[src/rtl/vga_sync_gen_pkg.sv]
// Shared VGA raster definitions: default 640x480@60 timing, derived totals and
// the 10-bit coordinate type used by the sync generator and the block renderer.
package vga_pkg;

    localparam int unsigned COORD_W = 10;

    typedef logic [COORD_W-1:0] vga_coord_t;

    function automatic int unsigned span_total(input int unsigned active, input int unsigned fp,
                                               input int unsigned sync, input int unsigned bp);
        return active + fp + sync + bp;
    endfunction

    localparam int unsigned DEF_H_ACTIVE    = 640;
    localparam int unsigned DEF_H_FP        = 16;
    localparam int unsigned DEF_H_SYNC      = 96;
    localparam int unsigned DEF_H_BP        = 48;
    localparam int unsigned DEF_V_ACTIVE    = 480;
    localparam int unsigned DEF_V_FP        = 10;
    localparam int unsigned DEF_V_SYNC      = 2;
    localparam int unsigned DEF_V_BP        = 33;
    localparam int unsigned DEF_CLK_DIV     = 4;
    localparam int unsigned DEF_DROP_FRAMES = 30;

    localparam int unsigned DEF_H_TOTAL = span_total(DEF_H_ACTIVE, DEF_H_FP, DEF_H_SYNC, DEF_H_BP);
    localparam int unsigned DEF_V_TOTAL = span_total(DEF_V_ACTIVE, DEF_V_FP, DEF_V_SYNC, DEF_V_BP);

endpackage

[src/rtl/vga_sync_gen_clk_en_div.sv]
// Clock-enable divider: en is high for one clock out of every CLK_DIV, on the
// clock where the internal count sits at CLK_DIV-1.
module clk_en_div #(
    parameter int unsigned CLK_DIV = 4
) (
    input  logic clk,
    input  logic rst_n,
    output logic en
);

    localparam int unsigned W = (CLK_DIV > 1) ? $clog2(CLK_DIV) : 1;
    localparam logic [W-1:0] DIV_LAST = W'(CLK_DIV - 1);

    logic [W-1:0] div_cnt;

    always_ff @(posedge clk) begin
        if (!rst_n) begin
            div_cnt <= '0;
        end else if (div_cnt == DIV_LAST) begin
            div_cnt <= '0;
        end else begin
            div_cnt <= div_cnt + W'(1);
        end
    end

    assign en = (div_cnt == DIV_LAST);

endmodule

[src/rtl/vga_sync_gen.sv]
// VGA raster timing generator (counters, sync decode, pixel/frame strobes).
// Optional gravity tick every DROP_FRAMES frames when VGA_SYNC_DROP_TICK_EN is defined.
module vga_sync_gen
    import vga_pkg::*;
#(
    parameter int unsigned H_ACTIVE    = DEF_H_ACTIVE,
    parameter int unsigned H_FP        = DEF_H_FP,
    parameter int unsigned H_SYNC      = DEF_H_SYNC,
    parameter int unsigned H_BP        = DEF_H_BP,
    parameter int unsigned V_ACTIVE    = DEF_V_ACTIVE,
    parameter int unsigned V_FP        = DEF_V_FP,
    parameter int unsigned V_SYNC      = DEF_V_SYNC,
    parameter int unsigned V_BP        = DEF_V_BP,
`ifdef VGA_SYNC_DROP_TICK_EN
    parameter int unsigned DROP_FRAMES = DEF_DROP_FRAMES,
`endif
    parameter int unsigned CLK_DIV     = DEF_CLK_DIV
) (
    input  logic       clk,
    input  logic       rst_n,
    output logic       hsync,
    output logic       vsync,
    output logic       video_on,
    output logic [9:0] horizontal_position,
    output logic [9:0] vertical_position,
    output logic       pixel_tick,
    output logic       frame_start
`ifdef VGA_SYNC_DROP_TICK_EN
    ,
    output logic       drop_tick
`endif
);

    localparam int unsigned H_TOTAL = span_total(H_ACTIVE, H_FP, H_SYNC, H_BP);
    localparam int unsigned V_TOTAL = span_total(V_ACTIVE, V_FP, V_SYNC, V_BP);

    if ((H_TOTAL > 1024) || (V_TOTAL > 1024) || (CLK_DIV < 1)) begin : g_bad_params
        $error("vga_sync_gen: totals must be <= 1024 and CLK_DIV >= 1");
    end

    localparam vga_coord_t H_LAST   = vga_coord_t'(H_TOTAL - 1);
    localparam vga_coord_t V_LAST   = vga_coord_t'(V_TOTAL - 1);
    localparam vga_coord_t H_VIS    = vga_coord_t'(H_ACTIVE);
    localparam vga_coord_t V_VIS    = vga_coord_t'(V_ACTIVE);
    localparam vga_coord_t HS_FIRST = vga_coord_t'(H_ACTIVE + H_FP);
    localparam vga_coord_t HS_LAST  = vga_coord_t'(H_ACTIVE + H_FP + H_SYNC - 1);
    localparam vga_coord_t VS_FIRST = vga_coord_t'(V_ACTIVE + V_FP);
    localparam vga_coord_t VS_LAST  = vga_coord_t'(V_ACTIVE + V_FP + V_SYNC - 1);

    logic       advance;
    vga_coord_t h_cnt, v_cnt;
    vga_coord_t h_next, v_next;
    logic       h_wrap, frame_wrap;

    clk_en_div #(
        .CLK_DIV(CLK_DIV)
    ) u_clk_en_div (
        .clk  (clk),
        .rst_n(rst_n),
        .en   (advance)
    );

    always_comb begin
        h_wrap     = (h_cnt == H_LAST);
        frame_wrap = h_wrap && (v_cnt == V_LAST);
        h_next     = h_wrap ? '0 : h_cnt + vga_coord_t'(1);
        v_next     = v_cnt;
        if (h_wrap) begin
            v_next = (v_cnt == V_LAST) ? '0 : v_cnt + vga_coord_t'(1);
        end
    end

    // Outputs decode the next-state counters so they line up with the positions
    // presented in the same cycle.
    always_ff @(posedge clk) begin
        if (!rst_n) begin
            h_cnt       <= '0;
            v_cnt       <= '0;
            hsync       <= 1'b1;
            vsync       <= 1'b1;
            video_on    <= 1'b1;
            pixel_tick  <= 1'b0;
            frame_start <= 1'b0;
        end else begin
            pixel_tick  <= advance;
            frame_start <= advance && frame_wrap;
            if (advance) begin
                h_cnt    <= h_next;
                v_cnt    <= v_next;
                hsync    <= !((h_next >= HS_FIRST) && (h_next <= HS_LAST));
                vsync    <= !((v_next >= VS_FIRST) && (v_next <= VS_LAST));
                video_on <= (h_next < H_VIS) && (v_next < V_VIS);
            end
        end
    end

    assign horizontal_position = h_cnt;
    assign vertical_position   = v_cnt;

`ifdef VGA_SYNC_DROP_TICK_EN
    localparam int unsigned FW = (DROP_FRAMES > 1) ? $clog2(DROP_FRAMES) : 1;
    localparam logic [FW-1:0] FRAME_LAST = FW'(DROP_FRAMES - 1);

    logic [FW-1:0] frame_cnt;

    always_ff @(posedge clk) begin
        if (!rst_n) begin
            frame_cnt <= '0;
            drop_tick <= 1'b0;
        end else begin
            drop_tick <= advance && frame_wrap && (frame_cnt == FRAME_LAST);
            if (advance && frame_wrap) begin
                frame_cnt <= (frame_cnt == FRAME_LAST) ? '0 : frame_cnt + FW'(1);
            end
        end
    end
`endif

endmodule
[config.mk]
export PLATFORM = sky130hd
export DESIGN_NAME = vga_sync_gen
export DESIGN_NICKNAME = d
export VERILOG_FILES = /design/src/rtl/vga_sync_gen_pkg.sv /design/src/rtl/vga_sync_gen_clk_en_div.sv /design/src/rtl/vga_sync_gen.sv
export SDC_FILE = /design/constraint.sdc
export NUM_CORES = 1
export LEC_CHECK = 0
export ABC_AREA = 1
export CAP_MARGIN = 5
export CORE_ASPECT_RATIO = 0.7
export CORE_MARGIN = 4
export CORE_UTILIZATION = 52
export DETAILED_ROUTE_END_ITERATION = 8
export PLACE_DENSITY = 0.86
export REMOVE_ABC_BUFFERS = 1
export SLEW_MARGIN = 20
export SYNTH_ARGS = -nofsm -noshare
export SYNTH_HDL_FRONTEND = slang
export SYNTH_SLANG_ARGS = --single-unit
[constraint.sdc]
create_clock -name clk -period 1.8 [get_ports clk]
set_input_delay 0.36 -clock clk [delete_from_list [all_inputs] [get_ports clk]]
set_output_delay 0.36 -clock clk [all_outputs]
set_load 0.01 [all_outputs]
; ---- Word level (Yosys, flattened, before mapping)
; Index checks and enable logic that the tools add are counted.
[word_totals]
regBits = 27
output_inout_bits = 25
elab_cells = 32
[op_classes]
add_sub_neg = 3
n_lt_le_gt_ge = 6
eq_ne = 3
n_mux = 3
bitwise_logic = 1
reduce_logical = 8
[op_table]
columns = op, n
row1 = $mux W10, 3
row2 = $add A10 B1 Y10 const B, 2
row3 = $eq A10 B10 Y1 const B, 2
row4 = $ge A10 B10 Y1 const B, 1
row5 = $ge A10 B9 Y1 const B, 1
row6 = $le A10 B10 Y1 const B, 1
row7 = $le A10 B9 Y1 const B, 1
row8 = $lt A10 B10 Y1 const B, 1
row9 = $lt A10 B9 Y1 const B, 1
row10 = $logic_and A1 B1 Y1, 5
row11 = $add A2 B1 Y2 const B, 1
row12 = $eq A2 B2 Y1 const B, 1
row13 = $logic_not A1 Y1, 2
row14 = $reduce_or A2 Y1, 1
row15 = $not A1 Y1, 1

; ---- Depth between registers and ports, before layout
; Gate-level depths: netlist of the first run.
[depth]
ltp_word = 6
ltp_mapped = 12
depth_no_buf = 12

; ---- By module
; A second synthesis of the first run with hierarchy kept.
[hier_totals]
hier_cells = 261
area_unflattened_um2 = 1746.7
[by_module_without_submodules]
columns = module, n_inst, cells_per_inst, area_per_inst_um2
row1 = vga_sync_gen, 1, 253, 1675.4
row2 = clk_en_div, 1, 8, 71.3

; ---- Least setup slack after synthesis of the first run
; Ideal clock, no wire load.
[synth_path]
path_type = register to register
startpoint = register h_cnt[0], in the netlist horizontal_position[0]
endpoint = register vsync
setup_time_ns = 0.117
t_arrival_ns = 1.524
required_ns = 1.683
slack_ns = 0.158
stages_incl_launch_ff = 11
n_path_buf = 0
synth_period_minus_slack_ns = 1.642
path_cell_list = dfxtp_1 > ha_1 > nand2_2 > nor2_4 > inv_2 > nor2_4 > nand3_1 > o21ai_1 > nand3_2 > nor2_2 > a21oi_2
[synth_between]
elab_chain_len = 5
elab_cells_between_ends = 6
classes_between = order compare: 2 / eq/ne: 1 / mux: 1 / reduce/logical: 2
[synth_rtl]
columns = item, line
row1 = "start, declared", vga_sync_gen.sv:51  ; vga_coord_t h_cnt, v_cnt;
row2 = "start signal, assigned", vga_sync_gen.sv:88  ; h_cnt <= h_next;
row3 = $eq A10 B10 Y1 (*), vga_sync_gen.sv:64  ; h_wrap = (h_cnt == H_LAST);
row4 = $mux W10 (*), vga_sync_gen.sv:68  ; if (h_wrap) begin
row5 = $ge A10 B9 Y1 or $le A10 B9 Y1 (tied branches), vga_sync_gen.sv:91  ; vsync <= !((v_next >= VS_FIRST) && (v_next <= VS_LAST));
row6 = $logic_and A1 B1 Y1 (*), vga_sync_gen.sv:91
row7 = $logic_not A1 Y1 (*), vga_sync_gen.sv:91
row8 = "end signal, assigned", vga_sync_gen.sv:91
row9 = "end, declared", vga_sync_gen.sv:22  ; output logic vsync,
; Every way passes the cells marked *; elsewhere a longest branch is shown, timed or not.
; A chain may end at the register's enable or synchronous reset.

; ---- Worst setup path after layout of the first run
[layout_path]
startpoint = register h_cnt[1], in the netlist horizontal_position[1]
endpoint = register vsync
; Same word-level chain as after synthesis.

==> metrics, run 1 <==
Num CTS Buffers=3; register area share after synthesis=33.96%; actual slew at the worst max-slew pin=0.2735 ns; sequential power share=59.6%; global-route wire length before repair=6375 um; Clk pin slew, worst setup/hold paths=0.10 ns; Pint=0.0007844 W; CTS Buffer Depth=2; clk sinks=27; crit path time final=1.722 ns; Hold Crit Class=reg2reg; main area contributors after synthesis=dfxtp_1 (34%), nand2_1 (14%), inv_1 (6.1%); commonest non-fill, non-tap cells in the layout=nand2_1 (58), inv_1 (26), clkdlybuf4s50_1 (26); worst skew pair latency=0.28 ns; power per cell area=511.3 mW/mm2; Final nets=272; ANT nets after route=0; relative slew slack=81.70%; Crit. End Element=register; Sw Share=23.03%; Ys Warns=0; Multi-input gate area=900.9 um2; Top Ports=27; n_diodes=0; drc violations=0; Via Count=1597; crit share post-route=95.69%; post-synth cell types=30; Synth area leader=dfxtp_1; Core Footprint=0.002863 mm2; Post-Route Skew=0.008791 ns; port bufs=26; Fillers=256; die area=0.004024 mm2; GRT Total Usage=20.84%; register area=548.0 um2; HPWL after DPL=2963 um; most common cell after layout, fill and taps aside=nand2_1; Mapped Area=0.001592 mm2; CP Max Fanout=6; Hold Slack=0.4375 ns; WL final=3826 um; CTS Root Cell=clkbuf_8; flops & latches, synth=27; vias per std cell=5.323; Gate power share=6.0%; placed insts=295; grt ovf=0; Pins Over Slew Limit=0; Setup-failing EPs final=0; die width=74.13 um; P_leak=0.7876 nW; First DRT Iteration DRCs=153; syn avg cell area=6.860 um2; GP Congestion=0.9109; crit path DAT=1.90 ns; fin cells=300; Starting Density=55.59%; startpoint types=register; Net Sw Power=0.0002347 W; status=completed; CP required=1.98 ns; Die Ht=54.29 um; CTS tree=done; Max Fclk=580.6 MHz; DR WL/cell=12.75 um; Synth-to-Final Area Change=25.24%; Crit Path Category=reg2reg; drt pass-1 iters=4; Cells after Synth=232; area share of the leading cell type in the synthesized netlist=33.96%; vias in the first global route=1397; max_cap viols=0; largest net degree at the start of global routing=16; H-tree depth=1; CTS Hold Bufs=0; Peak supply drop=0.4559 mV; initial antenna violation count=0; FP Rows=16; clock share of power=34.4%; layout cell share with drive strength beyond 1=18.18%; Fin. Hold Viols=0
-- synthesized netlist by cell type, drive strengths merged --
| cell | instances |
|---|---|
| nor2 | 34 |
| nand3 | 19 |
| ha | 5 |
| inv | 34 |
| or2 | 1 |
| nand2 | 60 |
| o21ai | 14 |
| xor2 | 4 |
| nand3b | 1 |
| nand4 | 8 |
| nor3 | 2 |
| clkbuf | 1 |
| buf | 4 |
| o22ai | 11 |
| clkinv | 2 |
| a21oi | 4 |
| dfxtp | 27 |
| o21bai | 1 |
-- per-stage QoR --
step	util (%)	setup TNS, ns	worst slack [ns]	total power [W]	area, um2
2_1_floorplan	-	0	0.1583	0.0006506	1569
3_3_place_gp	67.05	0	0.09983	0.0006803	1919
3_5_place_dp	67.05	0	0.04913	0.0006826	1919
4_1_cts	68.66	0	0.002770	0.001026	1966
5_1_grt	69.62	-0.0005005	-0.0005005	0.001060	1993
6_report	69.62	0	0.07763	0.001019	1993
-- state kept, by name, indices dropped and copies added (netlist names) --
signal,cells
frame_start,1
pixel_tick,1
u_clk_en_div.div_cnt,2
horizontal_position,10
video_on,1
vsync,1
hsync,1
vertical_position,10
-- worst max-delay path, cell delays in order, from the launching register on --
cell	delay, ns
dfxtp_4	0.38
ha_2	0.20
nand2_2	0.11
nor2_4	0.12
nand4_4	0.17
nand2_1	0.11
nand2_1	0.07
nor2_1	0.13
nand3_1	0.12
nor2_2	0.14
a21oi_2	0.06
-- routing by layer --
layer	vias up	global-route usage [%]	wire length, um	share of wire, %
li1	808	-	-	-
met4	0	5.422	14	0.37
met5	-	0	0	0
met3	2	4.404	431	11
met1	720	31.78	1849	48
met2	67	29.26	1531	40
-- path summary, 6_finish.rpt --
check	depth (start not counted)	slack, ns	start	endpoint
worst max-delay path	10	0.08	horizontal_position[1]	vsync
worst min-delay path	1	0.44	u_clk_en_div.div_cnt[0]	u_clk_en_div.div_cnt[0]
worst max register to register	10	0.08	horizontal_position[1]	vsync
worst min register to register	1	0.44	u_clk_en_div.div_cnt[0]	u_clk_en_div.div_cnt[0]
-- repair_timing --
action / CTS / global route
buffers inserted: 0 / 1
resized for setup: 0 / 9
endpoints found under the setup margin: 0 / 5
endpoints found under the hold margin: 0 / 0
-- cell families after synthesis --
group | Yosys count | share of synthesized area, %
XOR/XNOR | 4 | 2.201
AO/OA/AOI/OAI | 30 | 10.93
AND/OR/NAND/NOR | 125 | 38.76
flip-flops | 27 | 33.96
adder cells (fa/ha/maj) | 5 | 3.931
buffers and inverters | 41 | 10.22
-- final cells by class --
cell class / instances / area share (%)
multi-input cells: 164 / 45.20
flip-flops and latches: 27 / 27.50
repair buffers: 33 / 15.69
inverters: 36 / 7.031
well taps: 36 / 2.260
clock buffers: 3 / 2.072
clock inverters: 1 / 0.2511
-- power by group through the flow --
stage | clock network (W) | registers (W) | logic [W]
floorplan | 0 | 0.000625 | 0.0000260
global placement | 0 | 0.000623 | 0.0000576
detailed placement | 0 | 0.000623 | 0.0000595
CTS | 0.000357 | 0.000609 | 0.0000598
global route | 0.000384 | 0.000609 | 0.0000668
finish | 0.000351 | 0.000608 | 0.0000609
(Power assumes the default switching activity.)
==> run 2: changes to the inputs <==
- CTS_CLUSTER_SIZE: not set -> 8
==> results of run 2 <==
No change in the layout: final DEF, timing and power equal those of run 1.
==> run 3: changes to the inputs <==
==> constraint.sdc (replaced) <==
create_clock -name clk -period 1.8 [get_ports clk]
set_input_delay 0.54 -clock clk [delete_from_list [all_inputs] [get_ports clk]]
set_output_delay 0.54 -clock clk [all_outputs]
set_load 0.01 [all_outputs]
==> run 3 against run 2 <==
Compared with the run above: non-clock buffer count is 4 higher; via count grew 1.8%; utilization is 2.4 points higher; first-iteration DRC count shrank 15%; worst setup slack got worse by 0.043 ns; final area is 3.5% higher; largest cell class unchanged; highest routed layer unchanged.
==> metrics, run 3 (synthesis gave the netlist of run 1 again) <==
Hold Slack=0.4297 ns (was 0.4375 ns); hold path start=u_clk_en_div.div_cnt[0] (unchanged); most common cell after layout, fill and taps aside=nand2_1 (unchanged); die area=0.004024 mm2 (unchanged); layout cell share with drive strength beyond 1=24.63% (was 18.18%); Synth-to-Final Area Change=29.56% (was 25.24%); vias in the first global route=1399 (was 1397); Final nets=276 (was 272); hold depth=1 (unchanged); global-route wire length before repair=6679 um (was 6375 um); worst skew pair latency=0.27 ns (was 0.28 ns); Crit Path Category=reg2out (was reg2reg); drc violations=0 (unchanged); commonest non-fill, non-tap cells in the layout=nand2_1 (58), inv_1 (26), nor2_1 (23) (was nand2_1 (58), inv_1 (26), clkdlybuf4s50_1 (26)); HPWL after DPL=3114 um (was 2963 um); RSZ-0062 raised after global routing=true; relative slew slack=79.69% (was 81.70%); Pins Over Slew Limit=0 (unchanged); crit path DAT=1.23 ns (was 1.90 ns); final worst slack=0.03481 ns (was 0.07763 ns); FF-to-FF path depth=8 (was 10); startpoint types=register (unchanged); P_leak=0.8599 nW (was 0.7876 nW); Num CTS Buffers=3 (unchanged); Die Ht=54.29 um (unchanged); Core Footprint=0.002863 mm2 (unchanged); clk sinks=27 (unchanged); CTS Buffer Depth=2 (unchanged); Hold Crit Class=reg2reg (unchanged); largest net degree at the start of global routing=17 (was 16); First DRT Iteration DRCs=130 (was 153); Fin. Hold Viols=0 (unchanged); crit path time final=1.765 ns (was 1.722 ns); CP Max Fanout=6 (unchanged); Starting Density=55.59% (unchanged); GRT Total Usage=21.92% (was 20.84%); ANT nets after route=0 (unchanged); FP Rows=16 (unchanged); CP top delay family=buffers and inverters (was simple AND/OR/NAND/NOR gates); WL final=4136 um (was 3826 um); Worst R2R Start=horizontal_position[1] (unchanged); CTS tree=done (unchanged); Max Fclk=566.5 MHz (was 580.6 MHz); status=completed (unchanged); Crit. End Element=primary output (was register); grt ovf=0 (unchanged); n_diodes=0 (unchanged); GP Congestion=0.9386 (was 0.9109); max_cap viols=0 (unchanged); Post-Route Skew=0.005926 ns (was 0.008791 ns); Setup Slack @ Placement=-0.003657 ns (was 0.04913 ns); Cell Chain, Critical Path=clkdlybuf4s50_1 (was ha_2, nand2_2, nor2_4, nand4_4, nand2_1, nand2_1, nor2_1, nand3_1, nor2_2, a21oi_2); H-tree depth=1 (unchanged); power per cell area=490.7 mW/mm2 (was 511.3 mW/mm2); initial antenna violation count=0 (unchanged); Peak supply drop=0.5065 mV (was 0.4559 mV); Setup-failing EPs final=0 (unchanged); Buf/Inv on CP=1 (was 0); vias per std cell=5.345 (was 5.323); die width=74.13 um (unchanged); total power=0.001012 W (was 0.001019 W); Clk pin slew, worst setup/hold paths=0.10 ns (about the same); Fillers=224 (was 256); R2R Setup Slk=0.07 ns (was 0.08 ns); Crit-path slowest cell=clkdlybuf4s50_1 (was dfxtp_4); port bufs=26 (unchanged); DR WL/cell=13.61 um (was 12.75 um); Worst Hold End=u_clk_en_div.div_cnt[0] (unchanged); crit-path max cell delay=0.56 ns (was 0.38 ns); crit share post-route=98.07% (was 95.69%); reg2reg end=vsync (unchanged); Setup TNS Final=0 ns (unchanged); actual slew at the worst max-slew pin=0.3035 ns (was 0.2735 ns); CTS Root Cell=clkbuf_8 (unchanged); Via Count=1625 (was 1597); CP required=1.26 ns (was 1.98 ns); drt pass-1 iters=4 (unchanged); Top Ports=27 (unchanged)
==> run 3: final cells by class <==
class | instances | area (um2) | area share, %
Clock buffer | 3 | 41.29 | 2.002
Clock inverter | 1 | 7.507 | 0.3641
Inverter | 36 | 140.1 | 6.796
Multi-Input combinational cell | 164 | 908.4 | 44.05
Sequential cell | 27 | 573.1 | 27.79
Tap cell | 36 | 45.04 | 2.184
Timing Repair Buffer | 37 | 346.6 | 16.81
==> run 3: repair_timing <==
action	CTS	global route
setup buffers	0	1
resized for setup	16	17
hold buffers	0	0
endpoints found under the setup margin	15	13
hold endpoints to repair	0	0
pin swaps	0	1
==> run 3: stage by stage <==
stage,instances,util [%],cell area [um2]
after floorplan,227,-,1569
after global placement,299,68.09,1949
after detailed placement,299,68.09,1949
after CTS,303,70.28,2012
after global routing,304,72.03,2062
final,304,72.03,2062
==> run 3: metal layers <==
layer  GRT usage [%]  part of all wire (%)
met2           31.76                    42
met4           3.916                  0.70
met5               0                     0
met3           5.688                   7.9
met1           32.74                    49
==> run 3: where the power goes <==
group          total [W]  leakage, nW  internal [W]  switching [W]
sequential      0.000601        0.228      0.000598     0.00000358
combinational  0.0000621        0.610     0.0000256      0.0000365
clock           0.000349       0.0217      0.000157       0.000191
==> run 3: how the worst max path moves through the flow <==
stage / startpoint / endpoint / slack, ns / depth (start not counted)
global placement: rst_n / hsync / 0.04 / 7
floorplan: horizontal_position[0] / vsync / 0.16 / 10
CTS: horizontal_position[8] / horizontal_position[8] / 0.009 / 1
detailed placement: rst_n / vsync / -0.004 / 6
global route: horizontal_position[1] / vsync / -0.01 / 10
finish: vertical_position[6] / vertical_position[6] / 0.03 / 1
